===== src/rtl/mem_mapper_pkg.sv =====
// Shared definitions for the memory mapper: register offsets, control bit positions, page reset values.
// Optional write-protect support is enabled with the MEM_MAPPER_WPROT_EN macro.
package mem_mapper_pkg;

    localparam int PAGE_BITS = 4;
    localparam int NUM_PAGES = 4;

    typedef enum logic [2:0] {
        REG_PAGE0 = 3'd0,
        REG_PAGE1 = 3'd1,
        REG_PAGE2 = 3'd2,
        REG_PAGE3 = 3'd3,
        REG_CTRL  = 3'd4,
        REG_NONE  = 3'd7
    } reg_sel_t;

    localparam logic [7:0] OFS_CTRL = 8'd4;

    localparam int MAP_EN  = 0;
    localparam int ROM_EN  = 1;
    localparam int WP_VIOL = 7;
    localparam int WP_BIT  = 7;

    function automatic logic [PAGE_BITS-1:0] reset_page(input int idx);
        return PAGE_BITS'(idx);
    endfunction

    // Offsets below the base wrap to large values and fall through to REG_NONE.
    function automatic reg_sel_t decode_reg(input logic [7:0] addr, input logic [7:0] base);
        logic [7:0] ofs;
        ofs = addr - base;
        if (ofs <= OFS_CTRL)
            return reg_sel_t'(ofs[2:0]);
        return REG_NONE;
    endfunction

endpackage


===== src/rtl/mem_mapper_if.sv =====
// CPU-side and SRAM-side bus signals of the memory mapper, grouped for the CPU (master) and mapper (slave).
interface mem_mapper_if;
    logic [15:0] cpuAddress;
    logic [7:0]  dataIn;
    logic        n_ioWR;
    logic        n_ioRD;
    logic        n_memWR;
    logic        n_memRD;
    logic [7:0]  dataOut;
    logic        n_mapperCS;
    logic        n_basRomCS;
    logic [17:0] sramAddress;
    logic        n_sRamCS;
    logic        n_sRamWE;
    logic        n_sRamOE;

    modport master (
        output cpuAddress, dataIn, n_ioWR, n_ioRD, n_memWR, n_memRD,
        input  dataOut, n_mapperCS, n_basRomCS, sramAddress, n_sRamCS, n_sRamWE, n_sRamOE
    );

    modport slave (
        input  cpuAddress, dataIn, n_ioWR, n_ioRD, n_memWR, n_memRD,
        output dataOut, n_mapperCS, n_basRomCS, sramAddress, n_sRamCS, n_sRamWE, n_sRamOE
    );
endinterface


===== src/rtl/mem_mapper_bus_strobe_edge.sv =====
// Registers an active-low bus strobe and emits single-cycle rise/fall pulses.
module bus_strobe_edge (
    input  logic clk,
    input  logic reset,
    input  logic strobe,
    output logic rise,
    output logic fall
);
    logic strobe_q_reg;

    always_ff @(posedge clk) begin
        if (reset)
            strobe_q_reg <= 1'b1;
        else
            strobe_q_reg <= strobe;
    end

    assign rise = ~strobe_q_reg &  strobe;
    assign fall =  strobe_q_reg & ~strobe;
endmodule


===== src/rtl/mem_mapper.sv =====
// Paged SRAM mapper with ROM enable control and register read-back for the tv80 bus.
// Define MEM_MAPPER_WPROT_EN to add per-page write protect and a sticky violation flag.
module mem_mapper
    import mem_mapper_pkg::*;
#(
    parameter logic [7:0] IO_BASE      = 8'h78,
    parameter logic [7:0] ROM_OFF_PORT = 8'h38,
    parameter int         ROM_TOP      = 3
) (
    input  logic         clk,
    input  logic         reset,
    mem_mapper_if.slave  bus
);
    logic [PAGE_BITS-1:0] page_reg [NUM_PAGES];
    logic [7:0]           page_rd  [NUM_PAGES];
    logic                 map_en_reg;
    logic                 rom_en_reg;
    logic [7:0]           shadow_addr_reg;
    logic [7:0]           shadow_data_reg;
    logic                 idle_seen_reg;
    logic                 pending_reg;
    logic                 wr_rise;
    logic                 wr_fall;
    logic                 commit;
    logic                 wp_viol;
    logic                 we_block;
    reg_sel_t             commit_sel;
    reg_sel_t             read_sel;
    logic [PAGE_BITS-1:0] cur_page;
    logic [7:0]           ctrl_rd;

    bus_strobe_edge u_io_wr_edge (
        .clk    (clk),
        .reset  (reset),
        .strobe (bus.n_ioWR),
        .rise   (wr_rise),
        .fall   (wr_fall)
    );

    // A write is armed only by a falling edge seen after the strobe was idle since reset,
    // so a strobe already low across reset never commits on its release.
    always_ff @(posedge clk) begin
        if (reset) begin
            shadow_addr_reg <= 8'h00;
            shadow_data_reg <= 8'h00;
            idle_seen_reg   <= 1'b0;
            pending_reg     <= 1'b0;
        end else begin
            if (!bus.n_ioWR) begin
                shadow_addr_reg <= bus.cpuAddress[7:0];
                shadow_data_reg <= bus.dataIn;
            end else begin
                idle_seen_reg <= 1'b1;
            end
            if (commit)
                pending_reg <= 1'b0;
            else if (wr_fall && idle_seen_reg)
                pending_reg <= 1'b1;
        end
    end

    assign commit     = wr_rise & pending_reg;
    assign commit_sel = decode_reg(shadow_addr_reg, IO_BASE);
    assign read_sel   = decode_reg(bus.cpuAddress[7:0], IO_BASE);

`ifdef MEM_MAPPER_WPROT_EN
    logic page_wp_reg [NUM_PAGES];
    logic wp_viol_reg;
    logic mem_wr_rise;
    logic mem_wr_fall;
`endif

    for (genvar gi = 0; gi < NUM_PAGES; gi++) begin : g_page
        always_ff @(posedge clk) begin
            if (reset)
                page_reg[gi] <= reset_page(gi);
            else if (commit && commit_sel == reg_sel_t'(3'(gi)))
                page_reg[gi] <= shadow_data_reg[PAGE_BITS-1:0];
        end
`ifdef MEM_MAPPER_WPROT_EN
        always_ff @(posedge clk) begin
            if (reset)
                page_wp_reg[gi] <= 1'b0;
            else if (commit && commit_sel == reg_sel_t'(3'(gi)))
                page_wp_reg[gi] <= shadow_data_reg[WP_BIT];
        end
        assign page_rd[gi] = {page_wp_reg[gi], 3'b000, page_reg[gi]};
`else
        assign page_rd[gi] = {4'b0000, page_reg[gi]};
`endif
    end

    always_ff @(posedge clk) begin
        if (reset) begin
            map_en_reg <= 1'b0;
            rom_en_reg <= 1'b1;
        end else if (commit) begin
            if (commit_sel == REG_CTRL) begin
                map_en_reg <= shadow_data_reg[MAP_EN];
                rom_en_reg <= shadow_data_reg[ROM_EN];
            end
            if (shadow_addr_reg == ROM_OFF_PORT)
                rom_en_reg <= 1'b0;
        end
    end

`ifdef MEM_MAPPER_WPROT_EN
    bus_strobe_edge u_mem_wr_edge (
        .clk    (clk),
        .reset  (reset),
        .strobe (bus.n_memWR),
        .rise   (mem_wr_rise),
        .fall   (mem_wr_fall)
    );

    // A violation arriving in the same cycle as a clear takes priority.
    always_ff @(posedge clk) begin
        if (reset)
            wp_viol_reg <= 1'b0;
        else if (mem_wr_fall && we_block)
            wp_viol_reg <= 1'b1;
        else if (commit && commit_sel == REG_CTRL && shadow_data_reg[WP_VIOL])
            wp_viol_reg <= 1'b0;
    end

    assign we_block = map_en_reg & page_wp_reg[bus.cpuAddress[15:14]];
    assign wp_viol  = wp_viol_reg;
    logic unused_wprot;
    assign unused_wprot = &{1'b0, mem_wr_rise, shadow_data_reg[6:4]};
`else
    assign we_block = 1'b0;
    assign wp_viol  = 1'b0;
    logic unused_wprot;
    assign unused_wprot = &{1'b0, shadow_data_reg[7:4]};
`endif

    assign ctrl_rd  = {wp_viol, 5'b00000, rom_en_reg, map_en_reg};
    assign cur_page = page_reg[bus.cpuAddress[15:14]];

    always_comb begin
        bus.dataOut = 8'hFF;
        case (read_sel)
            REG_PAGE0, REG_PAGE1, REG_PAGE2, REG_PAGE3: bus.dataOut = page_rd[read_sel[1:0]];
            REG_CTRL:                                   bus.dataOut = ctrl_rd;
            default:                                    bus.dataOut = 8'hFF;
        endcase
    end

    assign bus.n_mapperCS  = ~((read_sel != REG_NONE) & (~bus.n_ioWR | ~bus.n_ioRD));
    assign bus.n_basRomCS  = ~((bus.cpuAddress[15 -: ROM_TOP] == '0) & rom_en_reg);
    assign bus.n_sRamCS    = ~bus.n_basRomCS;
    assign bus.sramAddress = map_en_reg ? {cur_page, bus.cpuAddress[13:0]}
                                        : {2'b00, bus.cpuAddress};
    assign bus.n_sRamOE    = bus.n_memRD | bus.n_sRamCS;
    assign bus.n_sRamWE    = bus.n_memWR | bus.n_sRamCS | we_block;
endmodule

===== src/flat_wrapper.sv =====
// flat-port wrapper written by rule: the top's interface ports become plain ports
module mem_mapper_flat import mem_mapper_pkg::*;
#(
    parameter logic [7:0] IO_BASE      = 8'h78,
    parameter logic [7:0] ROM_OFF_PORT = 8'h38,
    parameter int         ROM_TOP      = 3
)
  (clk, reset, bus_cpuAddress, bus_dataIn, bus_n_ioWR, bus_n_ioRD, bus_n_memWR, bus_n_memRD, bus_dataOut, bus_n_mapperCS, bus_n_basRomCS, bus_sramAddress, bus_n_sRamCS, bus_n_sRamWE, bus_n_sRamOE);
  mem_mapper_if bus_i ();
  input  logic clk;
  input  logic reset;
  input wire logic [$bits(bus_i.cpuAddress)-1:0] bus_cpuAddress;
  input wire logic [$bits(bus_i.dataIn)-1:0] bus_dataIn;
  input wire logic [$bits(bus_i.n_ioWR)-1:0] bus_n_ioWR;
  input wire logic [$bits(bus_i.n_ioRD)-1:0] bus_n_ioRD;
  input wire logic [$bits(bus_i.n_memWR)-1:0] bus_n_memWR;
  input wire logic [$bits(bus_i.n_memRD)-1:0] bus_n_memRD;
  output wire logic [$bits(bus_i.dataOut)-1:0] bus_dataOut;
  output wire logic [$bits(bus_i.n_mapperCS)-1:0] bus_n_mapperCS;
  output wire logic [$bits(bus_i.n_basRomCS)-1:0] bus_n_basRomCS;
  output wire logic [$bits(bus_i.sramAddress)-1:0] bus_sramAddress;
  output wire logic [$bits(bus_i.n_sRamCS)-1:0] bus_n_sRamCS;
  output wire logic [$bits(bus_i.n_sRamWE)-1:0] bus_n_sRamWE;
  output wire logic [$bits(bus_i.n_sRamOE)-1:0] bus_n_sRamOE;
  assign bus_i.cpuAddress = bus_cpuAddress;
  assign bus_i.dataIn = bus_dataIn;
  assign bus_i.n_ioWR = bus_n_ioWR;
  assign bus_i.n_ioRD = bus_n_ioRD;
  assign bus_i.n_memWR = bus_n_memWR;
  assign bus_i.n_memRD = bus_n_memRD;
  assign bus_dataOut = bus_i.dataOut;
  assign bus_n_mapperCS = bus_i.n_mapperCS;
  assign bus_n_basRomCS = bus_i.n_basRomCS;
  assign bus_sramAddress = bus_i.sramAddress;
  assign bus_n_sRamCS = bus_i.n_sRamCS;
  assign bus_n_sRamWE = bus_i.n_sRamWE;
  assign bus_n_sRamOE = bus_i.n_sRamOE;
  mem_mapper #(.IO_BASE(IO_BASE), .ROM_OFF_PORT(ROM_OFF_PORT), .ROM_TOP(ROM_TOP)) u_core (.clk(clk), .reset(reset), .bus(bus_i));
endmodule

===== config.mk =====
export PLATFORM = sky130hd
export DESIGN_NAME = mem_mapper_flat
export DESIGN_NICKNAME = d
export VERILOG_FILES = /design/src/rtl/mem_mapper_pkg.sv /design/src/rtl/mem_mapper_if.sv /design/src/rtl/mem_mapper_bus_strobe_edge.sv /design/src/rtl/mem_mapper.sv /design/src/flat_wrapper.sv
export SDC_FILE = /design/constraint.sdc
export NUM_CORES = 1
export LEC_CHECK = 0
export CAP_MARGIN = 40
export CORE_MARGIN = 4
export CORE_UTILIZATION = 48
export CTS_BUF_LIST = sky130_fd_sc_hd__clkbuf_4 sky130_fd_sc_hd__clkbuf_8
export DETAILED_ROUTE_END_ITERATION = 8
export HOLD_SLACK_MARGIN = 0.1
export PLACE_DENSITY = 0.87
export SYNTH_ARGS = -nofsm -noshare
export SYNTH_HDL_FRONTEND = slang
export SYNTH_HIERARCHICAL = 1
export SYNTH_SLANG_ARGS = --single-unit

===== constraint.sdc =====
create_clock -name clk -period 4.7 [get_ports clk]
set_input_delay 1.41 -clock clk [delete_from_list [all_inputs] [get_ports clk]]
set_output_delay 1.41 -clock clk [all_outputs]
set_load 0.005 [all_outputs]

==> results of run 1 <==
==> per-stage QoR <==
| step | setup slack, ns | instances | hold WS (ns) | area (µm²) |
|---|---|---|---|---|
| after detailed placement | -0.715 | 294 | 0.462 | 2490 |
| final | -0.0107 | 304 | 0.477 | 2610 |
| after floorplan | 0.168 | 205 | 0.434 | 1960 |
| after global placement | -0.688 | 293 | 0.449 | 2480 |
| after global routing | -0.0982 | 304 | 0.505 | 2610 |
| after CTS | -0.131 | 304 | 0.476 | 2600 |
==> area by class of cell <==
type | instances | area [µm²] | share of cell area
clock buffers | 7 | 96.3 | 0.0370
flip-flops and latches | 33 | 821 | 0.315
clock inverters | 1 | 5.00 | 0.00192
repair buffers | 71 | 623 | 0.239
inverters | 4 | 15.0 | 0.00576
well taps | 48 | 60.1 | 0.0231
multi-input cells | 140 | 985 | 0.378
==> cells in the mapped netlist, types with 2 or more instances <==
library cell  count  area, µm²
and3_1            5       31.3
nor2_1           27        101
nand4b_1          2       17.5
edfxtp_1         16        480
or2_2             4       25.0
mux2_2            5       56.3
dfxtp_1          17        340
buf_4            17        128
nand2_1          15       56.3
a31oi_1           3       18.8
a21oi_1           6       30.0
and3b_1           2       17.5
nor2b_1           3       18.8
inv_1             4       15.0
ha_1              2       25.0
o22ai_1           2       12.5
mux4_2            3       67.6
nor4_1            2       12.5
and2_1           10       62.6
nor3_1            4       20.0
nand2b_1          3       18.8
o21ai_0           7       35.0
clkbuf_1         10       37.5
a21o_1            3       22.5
mux2i_1          16        160
==> cells in the final DEF, fill, tap and decap left out, types with 2 or more instances in the layout <==
cell type         n
a21o_1            3
a21oi_1           6
a31oi_1           3
and2_1           10
and3_1            5
and3b_1           2
buf_2             3
buf_4            25
clkbuf_2          2
clkbuf_8          7
clkdlybuf4s15_1   2
clkdlybuf4s50_1  32
dfxtp_1          17
dlygate4sd2_1     5
edfxtp_1         16
inv_1             4
mux2_2            5
mux2i_1          16
mux4_2            3
nand2_1          14
nand2b_1          3
nand4b_1          2
nor2_1           27
nor2b_1           3
nor3_1            4
nor4_1            2
o21ai_0           7
o22ai_1           2
or2_2             4
==> power by group through the flow <==
stage	Clock (W)	Sequential, W	Combinational (W)
floorplan	0	0.000324	0.0000605
global placement	0	0.000328	0.000104
detailed placement	0	0.000329	0.000107
CTS	0.000232	0.000322	0.000108
global route	0.000248	0.000324	0.000119
finish	0.000228	0.000323	0.000109
==> layer usage <==
| metal | GRT usage | share of wire |
|---|---|---|
| met5 | 0 | 0 |
| met4 | 0.0710 | 0.011 |
| met3 | 0.0471 | 0.099 |
| met2 | 0.298 | 0.48 |
| met1 | 0.231 | 0.41 |
==> kinds of logic after synthesis <==
logic type,count (synthesis),share of synthesized area
AND/OR/NAND/NOR,87,0.237
AO/OA/AOI/OAI,25,0.0823
flip-flops,33,0.419
adder cells (fa/ha/maj),2,0.0128
buffers and inverters,32,0.0938
multiplexers,25,0.151
XOR/XNOR,1,0.00447
==> worst register-to-register path, delay by kind of cell (launching register included) <==
| kind | cells | cell delay, ns |
|---|---|---|
| AOI/OAI and AO/OA | 1 | 0.29 |
| DFF | 1 | 0.35 |
| xor gates and xnor gates | 1 | 0.15 |
| and+or+nand+nor | 3 | 0.95 |
| adders and majority gates | 1 | 0.25 |
==> path summary, 6_finish.rpt <==
kind                                   from               endpoint  slack (ns)  cells after the start
hold / removal         u_core/idle_seen_reg   u_core/idle_seen_reg        0.48                      2
setup reg to reg  u_core/shadow_addr_reg[3]  u_core/page_reg[2][3]        2.41                      6
setup / recovery          bus_cpuAddress[3]         bus_dataOut[0]       -0.01                      8
hold reg to reg        u_core/idle_seen_reg   u_core/idle_seen_reg        0.48                      2
==> repair_timing <==
item / CTS / global route
resized for setup: 35 / 9
buffers inserted: 2 / 0
pin swaps: 7 / 5
endpoints found under the setup margin: 9 / 10
==> impl_metrics.py, run 1 <==
metrics = {
    "outcome": {
        "status": "finished, violations left",
        "violations": "negative setup slack",
    },
    "die": {
        "core_um2": 3800,
        "num_rows": 22,
        "io_pins": 61,
        "start_util": 0.516,
        "die_y_um": 71.9,
        "die_area_um2": 5170,
        "die_x_um": 71.9,
    },
    "drt": {
        "first_pass_iters": 4,
        "wl_per_cell_um": 15.3,
        "drc": 0,
        "drt_iter0_drc": 106,
        "vias": 1667,
        "ant_nets": 0,
        "wl_mm": 4.64,
        "viasPerCell": 5.48,
    },
    "worst_setup_path": {
        "critPathRequiredTime_ns": 3.29,
        "cp_cell_sequence": "buf_4, ha_4, or4b_4, a311oi_2, nand2_1, mux2_4, a211o_1, buf_2",
        "worstPathArrival_ns": 3.30,
        "cp_slowest_cell": "or4b_4",
        "end_kind": "output port",
        "startpoint_type": "input pin",
        "slowest_delay_ns": 0.49,
        "crit_family": "simple AND/OR/NAND/NOR gates",
        "worst-setup-path-type": "input pin to output port",
        "cp_max_fo": 2,
        "critical_path_buf_inv_count": 2,
    },
    "clock_tree": {
        "worstSkewPairLatency_ns": 0.28,
        "hold_buffers": 0,
        "cts_root_buf": "clkbuf_8",
        "cts_buffers": 5,
        "cts.sinks": 33,
        "cts_max_level": 2,
        "cts_tree": "yes",
        "clk_pin_slew_ns": 0.06,
        "cts_buffer_depth": 2,
    },
    "cells_and_area": {
        "syn2layout_area_growth_pct": 32.9,
        "utilization": 0.686,
        "diodes": 0,
        "largest_reg_flops": 16,
        "drive_gt1_frac": 0.227,
        "nNetsFinal": 287,
        "fillCellCount": 286,
    },
    "global_routing": {
        "grt_max_degree": 22,
        "grt_pass1_vias": 1519,
        "grt_usage": 0.182,
        "gr-total-overflow": 0,
        "grt_pass1_wl_mm": 7.29,
        "antenna_found_initial": 0,
    },
    "pwr": {
        "p_comb_frac": 0.165,
        "p_int_w": 0.000508,
        "power_density_nw_per_um2": 253,
        "power.total_w": 0.000660,
        "power.switching_w": 0.000153,
        "power.leakage_nw": 1.06,
        "worst_ir_drop_vdd_v": 0.000242,
        "switching_share": 0.231,
        "power_frac_seq": 0.489,
        "clkPwrFrac": 0.346,
    },
    "logic_synthesis": {
        "synthCells": 205,
        "syn-num-nets": 237,
        "synth_cell_type_count": 42,
        "ys_warn_count": 6,
        "syn_area_um2": 1960,
        "ys_seq_area_frac": 0.419,
        "synth_edf_count": 16,
        "ys.flop_type": "dfxtp_1",
        "ys_ff_latch": 33,
        "synth_async_sr_flop_share": 0,
        "avgSynthCellArea_um2": 9.56,
    },
    "placement": {
        "io_buffers": 46,
        "dp_hpwl_mm": 3.35,
        "routabilityCongestion": 0.850,
    },
    "sta": {
        "finalHoldViolations": 0,
        "min_period_ns": 4.71,
        "fin_tns_setup_ns": -0.0107,
        "drv_slew": 0,
        "setup_violations": 1,
        "setup_ws_ns": -0.0107,
        "tightest_slew_ns": 0.513,
        "timing.final.crit_share": 1.00,
        "grt_setup_unrepaired": "true",
        "fin_skew_ns": 0.00205,
        "slew_headroom": 0.657,
        "max_freq_ghz": 0.212,
    },
    "hold_path": {
        "hold_path_class": "register to register",
    },
    "job": {
        "cap_violations": 0,
    },
}
Note: power is estimated with default switching activity, not from simulation.
==> run 2: changes to the inputs <==
SETUP_SLACK_MARGIN = 0.4   (was unset)
==> impl_metrics.py, run 2 (same netlist as run 1, synthesis figures left out) <==
metrics = {
    "sta": {
        "hold_slack_ns": 0.482,
        "drv_slew": 0,
        "setup_ws_ns": 0.0388,
        "timing.final.crit_share": 0.992,
        "max_freq_ghz": 0.215,
        "setup_violations": 0,
        "grt_setup_unrepaired": "true",
        "slew_headroom": 0.415,
        "finalHoldViolations": 0,
        "min_period_ns": 4.66,
        "tightest_slew_ns": 0.875,
        "fin_skew_ns": 0.00560,
    },
    "global_routing": {
        "grt_usage": 0.189,
        "grt_pass1_vias": 1636,
        "grt_max_degree": 29,
        "antenna_found_initial": 0,
        "grt_pass1_wl_mm": 7.52,
        "gr-total-overflow": 0,
    },
    "placement": {
        "dp_hpwl_mm": 3.36,
        "pre_cts_ws_ns": -0.719,
        "io_buffers": 46,
        "routabilityCongestion": 0.836,
        "dpl_cell_area_um2": 2490,
        "dp_cells": 290,
    },
    "outcome": {
        "status": "completed",
    },
    "cells_and_area": {
        "final_cell_area_um2": 2730,
        "stdcell_count": 309,
        "largest_reg_flops": 16,
        "utilization": 0.718,
        "drive_gt1_frac": 0.284,
        "regArea_um2": 821,
        "diodes": 0,
        "final_common_cell": "clkdlybuf4s50_1",
        "syn2layout_area_growth_pct": 39.1,
        "layout_common_cells": "clkdlybuf4s50_1 (30), nor2_1 (27), buf_4 (20)",
        "fillCellCount": 280,
        "multiInputGateArea_um2": 1020,
        "nNetsFinal": 292,
    },
    "drt": {
        "vias": 1659,
        "drt-met1-wl_mm": 1.96,
        "wl_met2_mm": 2.31,
        "drt_iter0_drc": 64,
        "drc": 0,
        "topRoutingLayerUsed": "met4",
        "wl_mm": 4.74,
        "ant_nets": 0,
        "wl_met3_um": 342,
        "wl_per_cell_um": 15.3,
        "first_pass_iters": 4,
        "viasPerCell": 5.37,
    },
    "clock_tree": {
        "cts.sinks": 33,
        "clk_pin_slew_ns": 0.07,
        "cts_buffer_depth": 2,
        "cts_tree": "yes",
        "cts_root_buf": "clkbuf_8",
        "worstSkewPairLatency_ns": 0.28,
        "cts_max_level": 2,
        "hold_buffers": 0,
        "cts_buffers": 5,
    },
    "hold_path": {
        "hold_path_class": "register to register",
    },
    "die": {
        "die_x_um": 71.9,
        "die_area_um2": 5170,
        "io_pins": 61,
        "core_um2": 3800,
        "die_y_um": 71.9,
        "num_rows": 22,
        "start_util": 0.516,
    },
    "worst_setup_path": {
        "startpoint_type": "input pin",
        "crit_family": "simple AND/OR/NAND/NOR gates",
        "worstPathArrival_ns": 3.25,
        "slowest_delay_ns": 0.52,
        "worst-setup-path-type": "input pin to output port",
        "cp_max_fo": 2,
        "cp_cell_sequence": "buf_8, buf_6, or4bb_4, a311oi_4, nand2_1, mux2_4, a211o_1, buf_2",
        "end_kind": "output port",
        "critical_path_buf_inv_count": 3,
        "critPathRequiredTime_ns": 3.29,
        "cp_slowest_cell": "or4bb_4",
    },
    "job": {
        "cap_violations": 0,
    },
    "pwr": {
        "worst_ir_drop_vdd_v": 0.000243,
        "power.leakage_nw": 1.14,
        "power_density_nw_per_um2": 259,
    },
}
run 2: changes by cell type in the layout (fill, tap and decap cells not counted), sizes merged:
cell,change
buf,+15
clkbuf,-3
bufinv,+1
clkdlybuf4s15,-1
clkinv,-1
inv,+1
clkdlybuf4s50,-2
dlygate4sd2,-5
run 2: through the flow:
| stage | TNS [ns] | power, W |
|---|---|---|
| finish | 0 | 0.000707 |
| global route | -0.0313 | 0.000739 |
| global placement | -4.00 | 0.000432 |
| floorplan | 0 | 0.000386 |
| detailed placement | -4.28 | 0.000435 |
| CTS | -0.0194 | 0.000713 |
run 2: path summary, 6_finish.rpt:
path                             startpoint  slack, ns                    end  depth (start not counted)
setup / recovery          bus_cpuAddress[4]       0.04         bus_dataOut[0]                          8
hold / removal         u_core/idle_seen_reg       0.48   u_core/idle_seen_reg                          2
setup reg to reg  u_core/shadow_addr_reg[3]       2.47  u_core/page_reg[3][1]                          6
hold reg to reg        u_core/idle_seen_reg       0.48   u_core/idle_seen_reg                          2
run 2: cell type report:
| type | count | share of cell area |
|---|---|---|
| tap | 48 | 0.0220 |
| clock buffer | 6 | 0.0303 |
| clock inverter | 2 | 0.0133 |
| sequential | 33 | 0.301 |
| inverter | 4 | 0.00550 |
| timing repair buffer | 76 | 0.256 |
| multi-input combinational | 140 | 0.372 |
run 2: timing repair:
action / CTS / global route
endpoints found under the setup margin: 17 / 10
pin swaps: 6 / 4
setup buffers: 8 / 3
gates resized for setup: 83 / 7
run 2: worst register-to-register path: stages (launching register included):
cell,delay [ns]
dfxtp_1,0.34
ha_1,0.25
xor2_1,0.15
nor3b_1,0.24
nand4b_1,0.23
nor2_1,0.44
a21o_1,0.28
run 2: where the power goes:
| group | switching [W] | leakage, nW | internal (W) |
|---|---|---|---|
| logic | 0.0000479 | 0.787 | 0.0000661 |
| registers | 0.0000109 | 0.292 | 0.000312 |
| clock network | 0.0000981 | 0.0617 | 0.000172 |
run 2: layer usage:
metal	vias to the layer above	GRT usage
met5	-	0
met4	0	0.100
met3	13	0.0596
met2	57	0.314
met1	767	0.218
li1	822	-
==> run 3: changes to the inputs <==
CORE_UTILIZATION = 45   (was 48)
PLACE_DENSITY = 0.83   (was 0.87)
==> impl_metrics.py, run 3 (same netlist as run 1, synthesis figures left out) <==
metrics = {
    "hold_path": {
        "worstHoldEndpoint": "u_core/idle_seen_reg",
        "holdCritStartpoint": "u_core/idle_seen_reg",
        "hold_path_class": "register to register",
        "whs_path_depth": 2,
    },
    "cells_and_area": {
        "nNetsFinal": 288,
        "regArea_um2": 821,
        "largest_reg_flops": 16,
        "diodes": 0,
        "utilization": 0.652,
        "syn2layout_area_growth_pct": 36.9,
        "final_common_cell": "clkdlybuf4s50_1",
        "layout_common_cells": "clkdlybuf4s50_1 (29), nor2_1 (27), buf_4 (18)",
        "fillCellCount": 338,
        "drive_gt1_frac": 0.272,
        "multiInputGateArea_um2": 1010,
        "stdcell_count": 307,
    },
    "global_routing": {
        "met3_usage": 0.0257,
        "grt_pass1_vias": 1535,
        "use_met2": 0.299,
        "grt_max_degree": 29,
        "antenna_found_initial": 0,
        "grt_usage": 0.169,
        "gr-total-overflow": 0,
        "grt_util_met1": 0.207,
        "grt_pass1_wl_mm": 7.14,
        "busiest_layer": "met2",
    },
    "clock_tree": {
        "clk_pin_slew_ns": 0.06,
        "cts_root_buf": "clkbuf_8",
        "cts_tree": "yes",
        "cts.sinks": 33,
        "worstSkewPairLatency_ns": 0.27,
        "cts_buffers": 5,
        "cts_buffer_depth": 2,
        "hold_buffers": 0,
        "cts_max_level": 2,
    },
    "sta": {
        "max_freq_ghz": 0.214,
        "fin_tns_setup_ns": 0,
        "finalHoldViolations": 0,
        "drv_slew": 0,
        "grt_setup_unrepaired": "true",
        "setup_violations": 0,
        "hold_slack_ns": 0.469,
        "timing.final.crit_share": 0.995,
        "tightest_slew_ns": 0.546,
        "fin_skew_ns": 0.00327,
        "slew_headroom": 0.633,
        "min_period_ns": 4.68,
    },
    "worst_setup_path": {
        "r2r_setup_slack_ns": 2.40,
        "end_kind": "output port",
        "startpoint_type": "input pin",
        "cp_max_fo": 2,
        "r2r-start": "u_core/shadow_addr_reg[3]",
        "r2r-end": "u_core/page_reg[3][2]",
        "worst-setup-path-type": "input pin to output port",
        "rr_worst_depth": 6,
        "worstPathArrival_ns": 3.27,
        "critPathRequiredTime_ns": 3.29,
    },
    "pwr": {
        "power.switching_w": 0.000152,
        "power_frac_seq": 0.489,
        "power.leakage_nw": 1.12,
        "worst_ir_drop_vdd_v": 0.000171,
        "switching_share": 0.229,
        "clkPwrFrac": 0.342,
        "p_int_w": 0.000509,
        "p_comb_frac": 0.169,
        "power_density_nw_per_um2": 246,
        "power.total_w": 0.000661,
    },
    "die": {
        "die_y_um": 74.0,
        "core_um2": 4120,
        "num_rows": 23,
        "io_pins": 61,
        "start_util": 0.476,
        "die_area_um2": 5480,
        "die_x_um": 74.0,
    },
    "drt": {
        "drc": 0,
        "vias": 1633,
        "first_pass_iters": 4,
        "drt_iter0_drc": 76,
        "wl_mm": 4.54,
        "viasPerCell": 5.32,
        "wl_per_cell_um": 14.8,
        "ant_nets": 0,
    },
    "outcome": {
        "status": "completed",
    },
    "placement": {
        "routabilityCongestion": 0.768,
        "io_buffers": 46,
        "dp_hpwl_mm": 3.39,
        "dp_cells": 293,
    },
    "job": {
        "cap_violations": 0,
    },
}
==> run 3: critical path, stage by stage <==
cell and delay [ns]:
buf_8 0.10, ha_4 0.14, or4b_4 0.50, a311oi_4 0.32
nand2_1 0.10, mux2_4 0.30, a211o_1 0.25, buf_2 0.13
==> run 3: repair_timing <==
item | 4_1_cts | 5_1_grt
pin swaps | 4 | 1
resized for setup | 79 | 8
setup buffers | 5 | 1
endpoints found under the setup margin | 17 | 14
==> run 3: cell type report <==
class                      count  area share
timing repair buffer          72       0.251
multi-input combinational    140       0.376
tap                           50      0.0233
clock inverter                 1     0.00186
inverter                       4     0.00559
clock buffer                   7      0.0359
sequential                    33       0.306
==> run 3: power groups by stage <==
stage                     combinational (W)  sequential (W)  clock, W
after floorplan                   0.0000622        0.000324         0
after global placement             0.000104        0.000328         0
after detailed placement           0.000108        0.000329         0
after CTS                          0.000110        0.000323  0.000233
after global routing               0.000122        0.000325  0.000242
final                              0.000112        0.000323  0.000226
==> run 3: how the worst max path moves through the flow <==
stage / from / end / slack, ns / cells past startpoint
final: bus_cpuAddress[4] / bus_dataOut[0] / 0.02 / 8
after detailed placement: bus_cpuAddress[4] / bus_dataOut[0] / -0.76 / 8
after global placement: bus_cpuAddress[4] / bus_dataOut[0] / -0.76 / 8
after CTS: bus_cpuAddress[3] / bus_dataOut[0] / 0.02 / 8
after floorplan: bus_cpuAddress[3] / bus_dataOut[0] / 0.28 / 6
after global routing: bus_cpuAddress[4] / bus_dataOut[0] / -0.03 / 8
==> run 3: stage by stage <==
stage | instance area, µm² | setup slack (ns)
after floorplan | 1990 | 0.281
after global placement | 2490 | -0.756
after detailed placement | 2500 | -0.759
after CTS | 2660 | 0.0229
after global routing | 2680 | -0.0276
final | 2680 | 0.0214
==> run 3: routing by layer <==
metal,vias to the layer above,share of wire,wire length [µm]
met4,0,0.022,102
met1,742,0.41,1860
met5,-,0,0
met3,9,0.074,337
met2,69,0.49,2240
li1,813,-,-
